## config.mk

```make
export PLATFORM = sky130hd
export DESIGN_NAME = nrisc_mc_ctrl
export DESIGN_NICKNAME = d
export VERILOG_FILES = /design/src/rtl/nrisc_pkg.sv /design/src/rtl/nrisc_wait_timer.sv /design/src/rtl/nrisc_mc_ctrl.sv
export SDC_FILE = /design/constraint.sdc
export NUM_CORES = 1
export LEC_CHECK = 0
export ABC_AREA = 1
export ABC_CLOCK_PERIOD_IN_PS = 1150
export CORE_AREA = 2 2 39 41
export CTS_BUF_LIST = sky130_fd_sc_hd__clkbuf_8
export DETAILED_ROUTE_END_ITERATION = 7
export DIE_AREA = 0 0 41 43
export GPL_TIMING_DRIVEN = 0
export PLACE_DENSITY = 0.79
export SLEW_MARGIN = 5
export SYNTH_ARGS = -nofsm -noshare
export SYNTH_HDL_FRONTEND = slang
export SYNTH_SLANG_ARGS = --single-unit
```

## constraint.sdc

```tcl
create_clock -name clock -period 1.15 [get_ports clock]
set_input_delay 0.23 -clock clock [delete_from_list [all_inputs] [get_ports clock]]
set_output_delay 0.23 -clock clock [all_outputs]
set_load 0.02 [all_outputs]
```

## src/rtl/nrisc_pkg.sv

```systemverilog
// Shared encodings for the nRisc multicycle control unit: opcodes, FSM states,
// ALU operation selects and PC source selects.
package nrisc_pkg;

    localparam logic [3:0] OP_ADD  = 4'h0;
    localparam logic [3:0] OP_SUB  = 4'h1;
    localparam logic [3:0] OP_AND  = 4'h2;
    localparam logic [3:0] OP_OR   = 4'h3;
    localparam logic [3:0] OP_SLT  = 4'h4;
    localparam logic [3:0] OP_ADDI = 4'h5;
    localparam logic [3:0] OP_LW   = 4'h6;
    localparam logic [3:0] OP_SW   = 4'h7;
    localparam logic [3:0] OP_BEQ  = 4'h8;
    localparam logic [3:0] OP_BNE  = 4'h9;
    localparam logic [3:0] OP_JMP  = 4'hA;
    localparam logic [3:0] OP_HALT = 4'hF;

    localparam logic [2:0] ALU_ADD = 3'b000;
    localparam logic [2:0] ALU_SUB = 3'b001;
    localparam logic [2:0] ALU_AND = 3'b010;
    localparam logic [2:0] ALU_OR  = 3'b011;
    localparam logic [2:0] ALU_SLT = 3'b100;

    localparam logic [1:0] PC_PLUS1  = 2'b00;
    localparam logic [1:0] PC_BRANCH = 2'b01;
    localparam logic [1:0] PC_JUMP   = 2'b10;

    typedef enum logic [3:0] {
        S_FETCH  = 4'd0,
        S_DECODE = 4'd1,
        S_EXEC_R = 4'd2,
        S_EXEC_I = 4'd3,
        S_MEM_RD = 4'd4,
        S_MEM_WR = 4'd5,
        S_WB     = 4'd6,
        S_BRANCH = 4'd7,
        S_JUMP   = 4'd8,
        S_HALT   = 4'd9
    } state_t;

    // Opcodes B..E are unassigned and stop the core.
    function automatic state_t decode_next(input logic [3:0] op);
        case (op)
            OP_ADD, OP_SUB, OP_AND, OP_OR, OP_SLT: decode_next = S_EXEC_R;
            OP_ADDI, OP_LW, OP_SW:                 decode_next = S_EXEC_I;
            OP_BEQ, OP_BNE:                        decode_next = S_BRANCH;
            OP_JMP:                                decode_next = S_JUMP;
            default:                               decode_next = S_HALT;
        endcase
    endfunction

    function automatic logic is_legal(input logic [3:0] op);
        is_legal = (op <= OP_JMP) || (op == OP_HALT);
    endfunction

endpackage

```

## src/rtl/nrisc_wait_timer.sv

```systemverilog
// Memory wait counter: counts enabled cycles, saturates at LIMIT and flags expiry.
module nrisc_wait_timer #(
    parameter int LIMIT = 16
) (
    input  logic clock,
    input  logic reset_n,
    input  logic clear_i,
    input  logic en_i,
    output logic expired_o
);
    localparam int CW = $clog2(LIMIT + 1);

    logic [CW-1:0] cnt_q;

    always_ff @(posedge clock or negedge reset_n) begin
        if (!reset_n) begin
            cnt_q <= '0;
        end else if (clear_i) begin
            cnt_q <= '0;
        end else if (en_i && (cnt_q != CW'(LIMIT))) begin
            cnt_q <= cnt_q + 1'b1;
        end
    end

    assign expired_o = (cnt_q == CW'(LIMIT));

endmodule

```

## src/rtl/nrisc_mc_ctrl.sv

```systemverilog
// Multicycle control FSM for nRisc, including branch resolution into pc_write/pc_src.
// Optional NRISC_MEM_TIMEOUT_EN bounds memory waits and halts with mem_timeout set.
module nrisc_mc_ctrl
    import nrisc_pkg::*;
#(
    parameter int OPCODE_W       = 4,
    parameter int ALUOP_W        = 3,
    parameter int TIMEOUT_CYCLES = 16
) (
    input  logic                clock,
    input  logic                reset_n,
    input  logic [OPCODE_W-1:0] opcode,
    input  logic                zeroULA,
    input  logic                mem_ack,
    output logic                mem_req,
    output logic                mem_we,
    output logic                ir_write,
    output logic                pc_write,
    output logic [1:0]          pc_src,
    output logic [ALUOP_W-1:0]  alu_op,
    output logic                alu_src,
    output logic                reg_write,
    output logic                mem_to_reg,
    output logic                halted,
    output logic                illegal,
    output logic                mem_timeout,
    output logic [3:0]          dbg_state_o
);
    // Memory handshake: mem_req stays high in a wait state until the cycle in
    // which mem_ack is seen (possibly the first one); that cycle completes the
    // access and the FSM moves on at the next edge. mem_ack elsewhere is ignored.
    state_t     state_q, state_d;
    logic       wb_mem_q;
    logic       illegal_q;
    logic       expired;
    logic       ack_ok;
    logic [3:0] op4;

    assign op4    = opcode[3:0];
    assign ack_ok = mem_ack & ~expired;

    always_comb begin
        state_d    = state_q;
        mem_req    = 1'b0;
        mem_we     = 1'b0;
        ir_write   = 1'b0;
        pc_write   = 1'b0;
        pc_src     = PC_PLUS1;
        alu_op     = '0;
        alu_src    = 1'b0;
        reg_write  = 1'b0;
        mem_to_reg = 1'b0;
        halted     = 1'b0;
        case (state_q)
            S_FETCH: begin
                mem_req = ~expired;
                if (expired) begin
                    state_d = S_HALT;
                end else if (ack_ok) begin
                    ir_write = 1'b1;
                    pc_write = 1'b1;
                    state_d  = S_DECODE;
                end
            end
            S_DECODE: state_d = decode_next(op4);
            S_EXEC_R: begin
                // R-type opcodes 0..4 coincide with the ALU select codes.
                alu_op  = ALUOP_W'(op4[2:0]);
                state_d = S_WB;
            end
            S_EXEC_I: begin
                alu_op  = ALUOP_W'(ALU_ADD);
                alu_src = 1'b1;
                if (op4 == OP_LW)      state_d = S_MEM_RD;
                else if (op4 == OP_SW) state_d = S_MEM_WR;
                else                   state_d = S_WB;
            end
            S_MEM_RD: begin
                mem_req = ~expired;
                if (expired)     state_d = S_HALT;
                else if (ack_ok) state_d = S_WB;
            end
            S_MEM_WR: begin
                mem_req = ~expired;
                mem_we  = ~expired;
                if (expired)     state_d = S_HALT;
                else if (ack_ok) state_d = S_FETCH;
            end
            S_WB: begin
                reg_write  = 1'b1;
                mem_to_reg = wb_mem_q;
                state_d    = S_FETCH;
            end
            S_BRANCH: begin
                alu_op   = ALUOP_W'(ALU_SUB);
                pc_src   = PC_BRANCH;
                pc_write = (op4 == OP_BNE) ? ~zeroULA : zeroULA;
                state_d  = S_FETCH;
            end
            S_JUMP: begin
                pc_write = 1'b1;
                pc_src   = PC_JUMP;
                state_d  = S_FETCH;
            end
            S_HALT:  halted = 1'b1;
            default: state_d = S_HALT;
        endcase
        // The state register resets to FETCH, so its strobes are masked while reset is held.
        if (!reset_n) begin
            mem_req  = 1'b0;
            ir_write = 1'b0;
            pc_write = 1'b0;
            pc_src   = PC_PLUS1;
        end
    end

    always_ff @(posedge clock or negedge reset_n) begin
        if (!reset_n) begin
            state_q   <= S_FETCH;
            wb_mem_q  <= 1'b0;
            illegal_q <= 1'b0;
        end else begin
            state_q  <= state_d;
            wb_mem_q <= (state_q == S_MEM_RD) && (state_d == S_WB);
            if ((state_q == S_DECODE) && !is_legal(op4)) illegal_q <= 1'b1;
        end
    end

    assign illegal     = illegal_q;
    assign dbg_state_o = state_q;

`ifdef NRISC_MEM_TIMEOUT_EN
    logic mem_timeout_q;

    nrisc_wait_timer #(
        .LIMIT(TIMEOUT_CYCLES)
    ) u_wait_timer (
        .clock    (clock),
        .reset_n  (reset_n),
        .clear_i  (state_d != state_q),
        .en_i     (mem_req & ~mem_ack),
        .expired_o(expired)
    );

    always_ff @(posedge clock or negedge reset_n) begin
        if (!reset_n)     mem_timeout_q <= 1'b0;
        else if (expired) mem_timeout_q <= 1'b1;
    end

    assign mem_timeout = mem_timeout_q;
`else
    logic unused_timeout;

    assign unused_timeout = ^TIMEOUT_CYCLES;
    assign expired        = 1'b0;
    assign mem_timeout    = 1'b0;
`endif

endmodule
```

# ---- Yosys cells after proc, flatten, opt, wreduce, memory -nomap -nowiden
# Memory sizes are Yosys's and may differ from the RTL's.
# Cells that the tools add are included.
dict set report op_classes {
  addsub 0
  n_mux 22
  n_eq_ne 14
  reduce_logical 7
  div 0
  bitwise 1
  shifts 0
  multipliers 0
  n_lt_le_gt_ge 1
}
# op count
set op_table {}
lappend op_table {{$pmux W4 S8} 1}
lappend op_table {{$eq A4 B3 Y1 const B} 7}
lappend op_table {{$eq A4 B4 Y1 const B} 4}
lappend op_table {{$mux W1} 12}
lappend op_table {{$mux W4} 3}
lappend op_table {{$eq A4 B2 Y1 const B} 2}
lappend op_table {{$mux W2} 3}
lappend op_table {{$pmux W3 S2} 1}
lappend op_table {{$reduce_or A3 Y1} 2}
lappend op_table {{$eq A4 B1 Y1 const B} 1}
lappend op_table {{$le A4 B4 Y1 const B} 1}
lappend op_table {{$logic_not A4 Y1} 1}
lappend op_table {{$pmux W2 S2} 1}
lappend op_table {{$pmux W1 S3} 1}
lappend op_table {{$logic_and A1 B1 Y1} 2}
lappend op_table {{$logic_not A1 Y1} 1}
lappend op_table {{$logic_or A1 B1 Y1} 1}
lappend op_table {{$not A1 Y1} 1}
dict set report totals {
  n_memories 1
  word_cells 49
  romBits 64
  latch_bits 0
  register_bits 6
  ramBits 0
}
# name depth width read_ports rd_clocked_by_memory_dff write_ports line_no
set mem_list {}
lappend mem_list {{(no name shown)} 16 4 1 0 0 nrisc_pkg.sv:43} ;# case (op)

# ---- Logic depth before layout (Yosys ltp)
dict set report depth {
  ltp_word 6
  mapped_depth 9
  ltp_nobuf 9
}

# ---- Worst setup path after synthesis
# No wires, ideal clock.
dict set report synth_path {
  path_type {reg-to-output}
  startpoint {register state_q[0] (netlist: dbg_state_o[0])}
  endpoint {output pc_src[1]}
  path_slack_ps -346
  stages_incl_launch_ff 4
  required_ps 920
  path_buffers 0
  arrival_ps 1266
  cell_sequence {dfrtp_1 -> nor2_2 -> nand2_1 -> nor3_1}
}
dict set report synth_between {
  elab_chain_cells 3
  word_cells_on_any_way 4
}
# item line_no
set synth_rtl {}
lappend synth_rtl {{from (decl)} nrisc_mc_ctrl.sv:32} ;# state_t state_q, state_d;
lappend synth_rtl {{from (signal assigned)} nrisc_mc_ctrl.sv:123} ;# state_q <= state_d;
lappend synth_rtl {{$eq A4 B4 Y1 / $eq A4 B3 Y1 (equally long branches)} nrisc_mc_ctrl.sv:54} ;# case (state_q)
lappend synth_rtl {{$pmux W2 S2 *} nrisc_mc_ctrl.sv:54}
lappend synth_rtl {{$mux W2 *} nrisc_mc_ctrl.sv:109} ;# if (!reset_n) begin
lappend synth_rtl {{to (decl)} nrisc_mc_ctrl.sv:19} ;# output logic [1:0] pc_src,
# Every way passes the cells marked *; elsewhere a longest branch is shown, timed or not.

# ---- Worst setup path after layout
dict set report layout_path {
  startpoint {input mem_ack}
  endpoint {output pc_write}
}
dict set report layout_between {
  elab_chain_cells 3
}
# item line_no
set layout_rtl {}
lappend layout_rtl {{from (decl)} nrisc_mc_ctrl.sv:14} ;# input logic mem_ack,
lappend layout_rtl {{$mux W1} nrisc_mc_ctrl.sv:59} ;# end else if (ack_ok) begin
lappend layout_rtl {{$pmux W1 S3} nrisc_mc_ctrl.sv:54}
lappend layout_rtl {{$mux W1} nrisc_mc_ctrl.sv:109}
lappend layout_rtl {{to (decl)} nrisc_mc_ctrl.sv:18} ;# output logic pc_write,
# Every way passes these cells.

==> summary.txt <==
Site Rows: 14
most common cell after layout, fill and taps aside: buf_4
sequential area share after synthesis: 29.0%
# IOs: 27
final worst-path cycle share: 138%
Mapped Nets: 93
vias in the first global route: 671
power per cell area: 558 nW/um^2
skew final: 0.00678 ns
Post-Layout Inst Area: 1130 sq um
Hold Path Class: in2reg
clock-pin slew on the worst setup and hold paths: 0.04 ns
post-layout min period: 1.58 ns
CP Max Fanout: 4
n_diodes: 0
RSZ-0062 raised after global routing: true
GP Congestion: 0.847
Area after DPL: 908 sq um
Psw: 0.152 mW
f_max: 0.632 GHz
# nets final: 142
peak supply drop: 0.00105 V
Internal Pwr Total: 0.481 mW
Die Width: 41 um
Yosys reg bits: 6
Post-DRT Antenna Nets: 0
Fillers: 84
Final Hold Fails: 0
commonest cells after routing, fill and taps aside: buf_4 (24), nand2_1 (14), nor2_4 (9), buf_6 (8)
CP endpoint kind: primary output
critical path launch point type: input pin
violated checks: setup timing
Synth Area per Inst: 6.09 sq um
WHS: 0.467 ns
fin cells: 148
Critical Path AT: 1.35 ns
area of the multi-input gates: 469 sq um
GRT Total Usage: 24.2%
H-tree Lvls: 1
Chip Height: 43 um
DRT Pass-1 Iters: 4
Finish-stage setup viols: 19
Core Footprint: 1380 sq um
first-pass GRT wire length: 2.93 mm
Slowest cell on crit path: clkdlybuf4s50_1
IO buf count: 25
DRC: 0
Register Area: 155 sq um
synthesized cell area: 518 sq um
post-route setup slack: -0.431 ns
total grt overflow: 0
clock share of power: 50.2%
vias per inst: 5.14
Initial Utilization: 37.4%
Max clock buf depth: 2
CTS tree: yes
Sink Count: 6
count of cell types in the netlist: 19
dpl cells: 126
via count: 760
initial antenna violation count: 0
pin count of the biggest net entering global routing: 7
DR WL/cell: 13.8 um
DRT iter0 DRCs: 18
routed wire length: 2.05 mm
worst setup path category: in2out
Mapped Cells: 85
Num CTS Buffers: 3
Post-Route Setup TNS: -5.72 ns
CP cell instances: clkdlybuf4s50_1 -> o211ai_1 -> a21oi_4 -> buf_6
fin util: 82.0%
die area: 1760 sq um
layout cell share with drive strength beyond 1: 62.1%
YS warnings: 0
P&R area growth vs syn: 119%
post-DP HPWL: 1.19 mm
Req. time, crit path: 0.92 ns
clock latency on the worst-skew pair: 0.23 ns
crit-path max cell delay: 0.53 ns
Max Cap Violations: 0
Pleak: 0.541 nW
Gate power share: 15.7%
CTS Root Cell: clkbuf_8
status: finished, violations left
Sw Ratio: 24.0%
Final Max Tran Viols: 0
Reg power frac: 34.1%
## sequential cells by signal, indices dropped and copies added (netlist names)
| register | cells |
|---|---|
| dbg_state_o | 4 |
| illegal | 1 |
| wb_mem_q | 1 |
## power groups by stage
stage	clock network (mW)	logic, mW	registers (mW)
6_report	0.318	0.0995	0.216
5_1_grt	0.340	0.108	0.216
4_1_cts	0.326	0.0969	0.216
3_5_place_dp	0	0.0877	0.219
3_3_place_gp	0	0.0865	0.218
2_1_floorplan	0	0.0387	0.222
## worst max-delay path: cells and delay by family
kind                   cells  cell delay (ns)
buffers and inverters      2             0.67
AO/OA/AOI/OAI              2             0.45
## metal layers
metal | routed length (um) | track usage (%)
met2 | 1140 | 40.3
met1 | 813 | 28.9
met5 | 0 | 0
met3 | 80 | 4.71
met4 | 17 | 9.33
## cells by family (layout without fill, tap and decap cells)
logic type,Yosys count,after routing,synth area share [%]
and+or+nand+nor,49,49,43.2
DFF,6,6,29.0
other,1,1,0.724
buffers and inverters,16,63,12.3
AOI/OAI and AO/OA,13,13,14.7
## per-stage QoR
step                      setup WS (ns)  power (mW)
after floorplan                  -0.135       0.260
after global placement            -1.10       0.305
after detailed placement          -1.11       0.306
after CTS                        -0.393       0.639
after global routing             -0.468       0.664
final                            -0.431       0.634
## cell usage after synthesis
master / n / share of area [%]
nor2_2: 3 / 3.6
dfrtp_1: 6 / 29
inv_1: 8 / 5.8
o31ai_1: 1 / 1.4
inv_2: 7 / 5.1
nor2_1: 12 / 8.7
o21ai_1: 3 / 2.9
conb_1: 1 / 0.72
o21ai_0: 1 / 0.97
a21oi_1: 6 / 5.8
nand3_1: 5 / 4.8
and3_2: 1 / 1.4
o21bai_2: 1 / 2.2
buf_4: 1 / 1.4
nand2_2: 5 / 6.0
o211ai_1: 1 / 1.4
nand2_1: 17 / 12
nor3_1: 4 / 3.9
nand4_1: 2 / 2.4
## cell type report
type	instances	share of cell area, %
well taps	16	1.76
inverters	15	5.73
clock buffers	3	3.64
multi-input cells	63	41.3
repair buffers	44	33.2
plain buffers	1	0.662
flip-flops and latches	6	13.7
## path summary, 6_finish.rpt
path | from | endpoint | slack, ns | depth (start not counted)
hold reg to reg | illegal | illegal | 0.47 | 1
setup / recovery | mem_ack | pc_write | -0.43 | 4
max in group asynchronous | reset_n | dbg_state_o[1] | 0.37 | 2
min in group asynchronous | reset_n | wb_mem_q | 0.55 | 2
hold / removal | opcode[2] | dbg_state_o[3] | 0.47 | 3
setup reg to reg | dbg_state_o[0] | dbg_state_o[0] | -0.23 | 10
## timing repair
| action | 4_1_cts | 5_1_grt |
|---|---|---|
| endpoints found under the hold margin | 6 | 0 |
| pin swaps | 7 | 8 |
| setup endpoints to repair | 19 | 20 |
| resized for setup | 104 | 6 |
| setup buffers | 12 | 6 |
| hold buffers | 1 | 0 |
(Power assumes the default switching activity.)
